--- src/rtl/instruction_fetcher.sv ---
// Byte-serial instruction fetch: assembles little-endian words from an
// 8-bit memory port and queues them with their PC for the decoder.
module instruction_fetcher #(
   parameter int          DEPTH_LOG = 2,
   parameter logic [31:0] RESET_PC  = 32'h0
) (
   input  logic        clk,
   input  logic        rst,
   input  logic        mem_grant,
   output logic [31:0] mem_a,
   output logic        mem_rd_en,
   input  logic [7:0]  mem_din,
   input  logic        redirect_valid,
   input  logic [31:0] redirect_pc,
   input  logic        inst_ready,
   output logic        inst_valid,
   output logic [31:0] inst,
   output logic [31:0] inst_pc
);

   localparam int DEPTH = 1 << DEPTH_LOG;
   localparam logic [DEPTH_LOG+1:0] DEPTH_W = (DEPTH_LOG+2)'(DEPTH);

   logic [31:0]          fetch_pc_q, fetch_pc_d;
   logic [1:0]           req_k_q, req_k_d;
   logic [1:0]           rcv_k_q, rcv_k_d;
   logic                 resp_pending_q, resp_pending_d;
   logic [23:0]          asm_word_q, asm_word_d;
   logic [31:0]          asm_pc_q, asm_pc_d;
   logic [DEPTH_LOG-1:0] wr_ptr_q, wr_ptr_d;
   logic [DEPTH_LOG-1:0] rd_ptr_q, rd_ptr_d;
   logic [DEPTH_LOG:0]   count_q, count_d;
   logic [31:0]          fifo_word_q [DEPTH];
   logic [31:0]          fifo_pc_q   [DEPTH];

   logic                 in_asm;
   logic [DEPTH_LOG+1:0] occ;
   logic                 can_issue;
   logic                 push;
   logic                 pop;
   logic                 push_en;

   always_comb begin
      // A started word reserves a queue slot until it is pushed.
      in_asm    = resp_pending_q | (rcv_k_q != 2'd0) | (req_k_q != 2'd0);
      occ       = {1'b0, count_q} + (DEPTH_LOG+2)'(in_asm);
      can_issue = (req_k_q != 2'd0) | (occ < DEPTH_W);
      mem_rd_en = !rst & !redirect_valid & mem_grant & can_issue;
      mem_a     = fetch_pc_q + {30'd0, req_k_q};

      inst_valid = !rst & (count_q != '0);
      inst       = rst ? 32'd0 : fifo_word_q[rd_ptr_q];
      inst_pc    = rst ? 32'd0 : fifo_pc_q[rd_ptr_q];

      push    = resp_pending_q & (rcv_k_q == 2'd3);
      pop     = inst_valid & inst_ready;
      push_en = push & !redirect_valid;

      fetch_pc_d     = fetch_pc_q;
      req_k_d        = req_k_q;
      rcv_k_d        = rcv_k_q;
      resp_pending_d = mem_rd_en;
      asm_word_d     = asm_word_q;
      asm_pc_d       = asm_pc_q;
      wr_ptr_d       = wr_ptr_q;
      rd_ptr_d       = rd_ptr_q;
      count_d        = count_q;

      if (mem_rd_en) begin
         req_k_d = req_k_q + 2'd1;
         if (req_k_q == 2'd0) asm_pc_d = fetch_pc_q;
         if (req_k_q == 2'd3) fetch_pc_d = fetch_pc_q + 32'd4;
      end

      if (resp_pending_q) begin
         rcv_k_d = rcv_k_q + 2'd1;
         case (rcv_k_q)
            2'd0:    asm_word_d[7:0]   = mem_din;
            2'd1:    asm_word_d[15:8]  = mem_din;
            2'd2:    asm_word_d[23:16] = mem_din;
            default: ;
         endcase
      end

      if (push) wr_ptr_d = wr_ptr_q + DEPTH_LOG'(1);
      if (pop)  rd_ptr_d = rd_ptr_q + DEPTH_LOG'(1);
      if (push && !pop) count_d = count_q + (DEPTH_LOG+1)'(1);
      if (pop && !push) count_d = count_q - (DEPTH_LOG+1)'(1);

      if (redirect_valid) begin
         fetch_pc_d     = redirect_pc;
         req_k_d        = 2'd0;
         rcv_k_d        = 2'd0;
         resp_pending_d = 1'b0;
         wr_ptr_d       = '0;
         rd_ptr_d       = '0;
         count_d        = '0;
      end
   end

   always_ff @(posedge clk) begin
      if (rst) begin
         fetch_pc_q     <= RESET_PC;
         req_k_q        <= 2'd0;
         rcv_k_q        <= 2'd0;
         resp_pending_q <= 1'b0;
         asm_word_q     <= 24'd0;
         asm_pc_q       <= 32'd0;
         wr_ptr_q       <= '0;
         rd_ptr_q       <= '0;
         count_q        <= '0;
      end else begin
         fetch_pc_q     <= fetch_pc_d;
         req_k_q        <= req_k_d;
         rcv_k_q        <= rcv_k_d;
         resp_pending_q <= resp_pending_d;
         asm_word_q     <= asm_word_d;
         asm_pc_q       <= asm_pc_d;
         wr_ptr_q       <= wr_ptr_d;
         rd_ptr_q       <= rd_ptr_d;
         count_q        <= count_d;
      end
   end

   always_ff @(posedge clk) begin
      if (!rst && push_en) begin
         fifo_word_q[wr_ptr_q] <= {mem_din, asm_word_q};
         fifo_pc_q[wr_ptr_q]   <= asm_pc_q;
      end
   end

endmodule
--- config.mk ---
export PLATFORM = sky130hd
export DESIGN_NAME = instruction_fetcher
export DESIGN_NICKNAME = d
export VERILOG_FILES = /design/src/rtl/instruction_fetcher.sv
export SDC_FILE = /design/constraint.sdc
export NUM_CORES = 1
export LEC_CHECK = 0
export ABC_AREA = 1
export CAP_MARGIN = 10
export CORE_MARGIN = 5
export CORE_UTILIZATION = 55
export DETAILED_ROUTE_END_ITERATION = 10
export HOLD_SLACK_MARGIN = 0.12
export PLACE_DENSITY = 0.77
export SLEW_MARGIN = 20
export SYNTH_ARGS = -nofsm -noshare
export SYNTH_HDL_FRONTEND = slang
export SYNTH_SLANG_ARGS = --single-unit
export TNS_END_PERCENT = 10
--- constraint.sdc ---
create_clock -name clk -period 12.35 [get_ports clk]
set_input_delay 3.705 -clock clk [delete_from_list [all_inputs] [get_ports clk]]
set_output_delay 3.705 -clock clk [all_outputs]
set_load 0.02 [all_outputs]
After elaboration in Yosys (flattened, before gate mapping)
Memory sizes are Yosys's and may differ from the RTL's. A register that Yosys moved wholly into a read port is not among the register bits.
Cells that the tools add are included.
Storage, ports and cells
  input bits: 45
  latch bits: 0
  output and inout port bits: 98
  word-level logic and storage cells: 71
  register bits after elaboration: 100
  ROM bits: 0
  memory bits (writable): 256
  memories: 2
Memories
  fifo_pc_q: depth 4, bits a word 32, read ports 1, clocked after memory_dff 1, wr ports 1, line 34  | logic [31:0] fifo_pc_q [DEPTH];
  fifo_word_q: depth 4, bits a word 32, read ports 1, clocked after memory_dff 1, wr ports 1, line 33  | logic [31:0] fifo_word_q [DEPTH];
Operators by class
  reduce and logical (&&, ||, !) cells: 21
  bitwise gates (word level): 10
  shift-type cells: 0
  multipliers: 0
  divide/modulo/power cells: 0
  $lt $le $gt $ge: 1
  mux-type cells: 13
  add/subtract/negate cells: 9
  equality and inequality tests: 4
Operators with widths (number)
  $mux W32: 5
  $add A32 B2 Y32: 1
  $add A32 B3 Y32 const B: 1
  $reduce_and A2 Y1: 5
  $reduce_bool A2 Y1: 5
  $add A2 B1 Y2 const B: 4
  $mux W2: 4
  $and A1 B1 Y1: 7
  $eq A2 B2 Y1 const B: 3
  $mux W3: 2
  $add A3 B1 Y4: 1
  $logic_not A1 Y1: 4
  $logic_not A2 Y1: 2
  $lt A4 B3 Y1 const B: 1
  $add A3 B1 Y3 const B: 1
  $logic_and A1 B1 Y1: 3
  $or A1 B1 Y1: 3
  $reduce_bool A3 Y1: 1
  $sub A3 B1 Y3 const B: 1
  $eq A2 B1 Y1 const B: 1
  $mux W1: 2
  $reduce_or A2 Y1: 1

Depth between registers and ports, before layout
Gate-level depths: netlist of run 1.
  word-level depth: 9
  mapped depth: 13
  gate-level depth less buffers: 12

Worst setup path before layout of run 1
No wires, ideal clock.
  kind: input to output
  start: input rst
  end: output inst[13]
  required time: 8645 ps
  buffers on the path: 3
  cell stages on the path: 4
  setup slack: 4056 ps
  arrival time: 4589 ps
  cells stage by stage: buf_2 -> clkbuf_1 -> clkbuf_1 -> a21oi_1
Between the ends
  cells in the longest elaborated chain, start to end: 1
Ends and longest elaborated chain
  start, declared: line 8  | input logic rst,
  $mux W32: line 52  | inst = rst ? 32'd0 : fifo_word_q[rd_ptr_q];
  end, declared: line 17  | output logic [31:0] inst,
No other way between the ends.

Worst setup path after layout of run 1
  start: input redirect_valid
  end: output mem_rd_en
Between the ends
  cells in the longest elaborated chain, start to end: 4
Ends and longest elaborated chain
  start, declared: line 13  | input logic redirect_valid,
  $logic_not A1 Y1: line 48  | mem_rd_en = !rst & !redirect_valid & mem_grant & can_issue;
  $and A1 B1 Y1 (3 in a row): line 48
  end, declared: line 11  | output logic mem_rd_en,
No other way between the ends.

==> results.tsv, run 1 <==
metric	value	unit
slowest_stage	clkdlybuf4s50_1	
cts_buffer_depth	3	
syn-num-nets	1608	
die-area	31300	µm²
ys_warn_count	0	
die_w	177	µm
core-area	27600	µm²
dr.pass1.iters	5	
period_minus_slack	10.34	ns
ys_ff_latch	358	
r2r_cells	4	
startpoint_type	primary input	
ctsResizeCount	0	
clock_latency	0.52	ns
clockRootBuffer	clkbuf_16	
max_clock_freq	96.8	MHz
start_util	55.4	%
cts_buffers	35	
multiInputGateArea	4910	µm²
holdPathStages	0	
peakVddDrop	105	µV
synth_seq_area_share	63.6	%
powerDensity	140	nW/µm²
grt_pass1_wl	58.3	mm
grt_setup_unrepaired	no	
final.setup.tns	0	ns
crit_family	buffers and inverters	
gp_congestion	0.936	
die_h	177	µm
fill_cells	2207	
synth_flop_cell	edfxtp_1	
crit_arrival	6.63	ns
clkTransAtPathRegs	0.06	ns
yosys.cell_types.count	34	
hpwlAfterDp	23.2	mm
slew_violations	0	
rr_endpoint	fifo_word_q[1][27]$_DFFE_PP_	
synth_top_area_share	50.2	%
ant_nets	0	
yosysTopAreaCell	edfxtp_1	
fin_worst_skew	0.0206	ns
synth_commonest_cells	369 x nor2_1, 256 x edfxtp_1, 175 x o21ai_0	
overflow	0	
criticalPathCategory	primary input to output pin	
groute.usage.overall	23.7	%
drc_errors	0	
syn-cell-area	15300	µm²
async_flop_share	0	%
hold_end	fifo_pc_q[2][13]$_DFFE_PP_	
avgSynthCellArea	9.89	µm²
total_power	2540	µW
synth_edf_count	256	
status	finished, final reports clean	
fin_crit_sh	83.7	%
grt_pass1_vias	10700	
wirelength	36.9	mm
timing.hold.ws	0.493	ns
nNetsFinal	1720	
cp_max_fo	31	
grt_max_degree	129	
post_cts_buffers	0	
syn_to_final_growth	18.8	%
setup_violations	0	
required	8.64	ns
placementRows	61	
relSlewSlack	29.8	%
final_util	65.8	%
regToRegStartpoint	rcv_k_q[0]$_SDFFE_PP0P_	
cts_tree	done	
regArea	9730	µm²
hold_path_class	flip-flop to flip-flop	
drv_cap	0	
io_buffer_count	142	
htree_levels	2	
cpPeakStageDelay	0.97	ns
tightest_slew	1.05	ns
synthTopCellsByArea	edfxtp_1 50%, dfxtp_1 13%, nor2_1 9.0%, o21ai_0 5.7%, nand2_1 4.1%	
drt-initial-drc-count	1091	
layout-drive-gt1-share	6.82	%
path_buf_inv	4	
postCtsHoldBufs	0	
endpoint_kind	output pin	
p_leak	0.00661	µW
r2r_slack	9.68	ns
antenna_found_initial	0	
dr_total_vias	11200	
worst_path_most_repeated_cell	clkdlybuf4s50_1	
wire_per_inst	17.9	µm
cts_sinks	358	
vias_per_cell	5.40	
syn_inst	1547	
hold_viol	0	
ios	143	
worstPathCellList	clkdlybuf4s50_1 > inv_2 > nand2_4 > nor2_8 > nand2_8 > inv_1 > clkdlybuf4s50_1	
synth.most_common_cell	nor2_1	
worst_hold_startpoint	asm_pc_q[13]$_SDFFE_PP0P_	
n_antenna_cell	0	
[worst max path at each step]
stage | start | endpoint | slack [ns] | cells after the start
after global routing | redirect_valid | mem_rd_en | 1.80 | 7
after floorplan | rst | inst[13] | 4.06 | 4
final | redirect_valid | mem_rd_en | 2.01 | 7
after CTS | redirect_valid | mem_rd_en | 2.03 | 7
after detailed placement | redirect_valid | mem_rd_en | 2.04 | 7
after global placement | redirect_valid | mem_rd_en | 2.17 | 7
[routing by layer]
metal | global-route usage (%) | routed length, µm | up-vias
li1 | - | - | 5450
met1 | 32.1 | 15500 | 5227
met2 | 40.5 | 18000 | 409
met3 | 3.01 | 2370 | 67
met4 | 7.16 | 1090 | 0
met5 | 0 | 0 | -
[flip-flops by register name, summed over array words and instances (netlist names), named ones only]
signal,count
asm_pc_q,32
asm_word_q,24
count_q,3
fetch_pc_q,32
fifo_pc_q,128
fifo_word_q,128
rcv_k_q,2
rd_ptr_q,2
req_k_q,2
resp_pending_q,1
wr_ptr_q,2
[worst reg2reg max path: cells and delay by family, from the launching register on]
kind,cells,cell delay (ns)
adder cells (fa/ha/maj),1,0.21
buffers and inverters,1,0.63
flip-flops,1,0.36
AND/OR/NAND/NOR,2,1.06
[final cells by class]
cell class / instances / share of cell area [%]
clock inverter: 22 / 1.31
sequential: 358 / 53.6
tap: 378 / 2.60
timing repair buffer: 152 / 8.23
multi-input combinational: 1022 / 27.0
inverter: 90 / 1.86
clock buffer: 42 / 5.42
[through the flow]
step                cell area, µm²  worst slack [ns]  instances
CTS                          18200              2.03       2064
finish                       18200              2.01       2064
global placement             16900              2.17       2000
global route                 18200              1.80       2064
detailed placement           16900              2.04       2000
floorplan                    15300              4.06       1547
[cells in the final DEF, fill, tap and decap left out, types with 2 or more instances in the layout]
cell               n
nand2_1          168
clkdlybuf4s50_1  141
a21boi_0           3
nand4_1            3
clkinvlp_4         4
nor3_1             3
a21boi_1           2
nor2_1           365
buf_4              9
nor2_4             8
nand2_2            7
dfxtp_1          100
bufinv_16          4
clkbuf_16         37
inv_1             82
clkinv_2          11
xor2_1            31
fa_1               2
ha_1              14
a21oi_1          124
edfxtp_1         256
o21ai_0          175
o21ai_1           37
nand3_4            2
nor2_2             6
nor2_8             4
nand3_1           61
inv_2              8
clkbuf_8           4
[power by group]
part           leakage [µW]  switching, µW  internal (µW)  total, µW
Combinational       0.00283           66.5           47.7        114
Clock              0.000602            451            659       1110
Sequential          0.00318           18.7           1290       1310
[kinds of logic after synthesis]
kind of cell	after synthesis	share of synthesized area (%)
xor gates and xnor gates	32	1.83
and+or+nand+nor	631	17.3
DFF	358	63.6
AOI/OAI and AO/OA	343	11.3
buffers and inverters	167	4.54
adders and majority gates	16	1.41
Note: power is estimated with default switching activity, not from simulation.
==> run 2: changes to the inputs <==
==> constraint.sdc (replaced) <==
create_clock -name clk -period 10 [get_ports clk]
set_input_delay 3 -clock clk [delete_from_list [all_inputs] [get_ports clk]]
set_output_delay 3 -clock clk [all_outputs]
set_load 0.02 [all_outputs]
==> run 2 against run 1 <==
Effect of this change: die area is the same; utilization unchanged; non-clock buffer count rose by 1; sequential cell count stayed put; final cell count grew 0.19%; clock skew down 0.0088 ns; worst hold slack better by 0.0012 ns; critical path depth up 1; first-iteration DRC count shrank 12%; highest routed layer unchanged; combinational power increased by 24%; worst setup slack lost 0.24 ns; sequential share of layout area did not move.
==> results.tsv, run 2 (synthesis results as in run 1) <==
metric	value	unit	change
cts_tree	done		
criticalPathCategory	primary input to output pin		
cts_buffer_depth	3		unchanged
regToRegStartpoint	rcv_k_q[0]$_SDFFE_PP0P_		
n_antenna_cell	0		unchanged
cp_max_fo	31		unchanged
max_clock_freq	122	MHz	
relSlewSlack	33.6	%	+3.7 points
rr_endpoint	fifo_word_q[1][15]$_DFFE_PP_		
p_comb_share	4.5	%	about the same
wirelength	37.1	mm	+0.38%
post_cts_buffers	0		unchanged
p_leak	0.00660	µW	about the same
r2r_slack	7.30	ns	-2.38 ns
final.setup.tns	0	ns	unchanged
largestRegisters	fifo_pc_q: 128 flops, fifo_word_q: 128 flops		
ant_nets	0		unchanged
drt-initial-drc-count	956		-12%
hpwlAfterDp	23.4	mm	+0.64%
cts_buffers	37		+5.7%
ctsResizeCount	0		unchanged
die_h	177	µm	unchanged
fin_worst_skew	0.0118	ns	-0.00883 ns
postCtsHoldBufs	0		unchanged
cts_sinks	358		unchanged
required	7.00	ns	-1.64 ns
dr_total_vias	11200		+0.65%
grt_pass1_wl	59.5	mm	+2.1%
nNetsFinal	1723		+0.17%
gp_congestion	0.962		+2.8%
clock_latency	0.51	ns	about the same
r2r_cells	4		unchanged
ios	143		unchanged
final_common_cell	nor2_1		
tightest_slew	0.997	ns	-0.0528 ns
startpoint_type	primary input		
wire_per_inst	17.9	µm	+0.18%
layout-drive-gt1-share	6.27	%	-0.55 points
antenna_found_initial	0		unchanged
syn_to_final_growth	18.8	%	unchanged
fill_cells	2200		-0.32%
drc_errors	0		unchanged
clockRootBuffer	clkbuf_16		
start_util	55.4	%	unchanged
peakVddDrop	127	µV	+21%
grt_setup_unrepaired	no		
vias_per_cell	5.43		+0.46%
die-area	31300	µm²	unchanged
period_minus_slack	8.22	ns	
endpoint_kind	output pin		
placementRows	61		unchanged
sw_frac_of_total	20.6	%	-0.54 points
overflow	0		unchanged
hold_path_class	flip-flop to flip-flop		
clkPwrFrac	43.7	%	about the same
holdPathStages	1		+1
drv_cap	0		unchanged
io_buffer_count	142		unchanged
groute.usage.overall	24.0	%	+0.31 points
htree_levels	2		unchanged
hold_viol	0		unchanged
clkTransAtPathRegs	0.05	ns	about the same
fin_crit_sh	82.2	%	
dr.pass1.iters	5		unchanged
die_w	177	µm	unchanged
grt_pass1_vias	11100		+3.7%
grt_max_degree	129		unchanged
crit_arrival	5.22	ns	-1.41 ns
timing.hold.ws	0.494	ns	+0.00116 ns
intPower	2480	µW	+24%
status	finished, final reports clean		
mostFrequentLayoutCells	365 x nor2_1, 256 x edfxtp_1, 175 x o21ai_0		
worst_hold_startpoint	rd_ptr_q[1]$_SDFFE_PP0P_		
p_sw	645	µW	+20%
setup_violations	0		unchanged
powerDensity	172	nW/µm²	+23%
slew_violations	0		unchanged
core-area	27600	µm²	unchanged
p_seq_share	51.8	%	about the same
## run 2: cell count changes in the layout (fill, tap and decap cells not counted), sizes merged
cell,before,now
clkinv,13,6
clkbuf,42,54
inv,91,92
buf,11,12
clkinvlp,4,1
## run 2: through the flow
step	worst slack (ns)	std cells	instance area (µm²)	utilization, %	power (µW)
finish	1.78	2068	18200	65.8	3130
global route	1.62	2068	18200	65.8	3230
CTS	1.76	2068	18200	65.8	3150
detailed placement	1.76	2001	17000	61.4	1790
global placement	1.78	2001	17000	61.4	1790
floorplan	3.12	1547	15300	-	1720
## run 2: worst max path at each step
stage / start / end / slack, ns / cells after the start
floorplan: rst / inst[13] / 3.12 / 4
global placement: redirect_valid / mem_rd_en / 1.78 / 8
detailed placement: redirect_valid / mem_rd_en / 1.76 / 8
CTS: redirect_valid / mem_rd_en / 1.76 / 8
global route: redirect_valid / mem_rd_en / 1.62 / 8
finish: redirect_valid / mem_rd_en / 1.78 / 8
## run 2: power by group through the flow
stage	Sequential, µW	Clock, µW	Combinational (µW)
finish	1620	1370	141
global route	1620	1450	154
detailed placement	1650	0	139
global placement	1650	0	138
floorplan	1640	0	79.5
CTS	1620	1390	141
## run 2: routing by layer
layer  vias to the layer above  routed length (µm)  track usage, %
met3                        91                2610            3.59
met5                         -                   0               0
li1                       5452                   -               -
met2                       416               17600            39.3
met4                         0                1410            9.41
met1                      5267               15400            32.7
## run 2: final cells by class
type | count | area, µm² | share of cell area [%]
clock buffers | 54 | 1040 | 5.72
well taps | 378 | 473 | 2.60
inverters | 90 | 338 | 1.86
multi-input cells | 1022 | 4910 | 27.0
repair buffers | 153 | 1500 | 8.27
flip-flops and latches | 358 | 9730 | 53.6
clock inverters | 13 | 176 | 0.971
## run 2: critical path, cell delays in order
cell and delay, ns:
clkdlybuf4s50_1 0.39, buf_4 0.23, inv_2 0.42, nand2_4 0.16
nor2_8 0.16, nand2_8 0.10, inv_1 0.11, clkdlybuf4s50_1 0.63
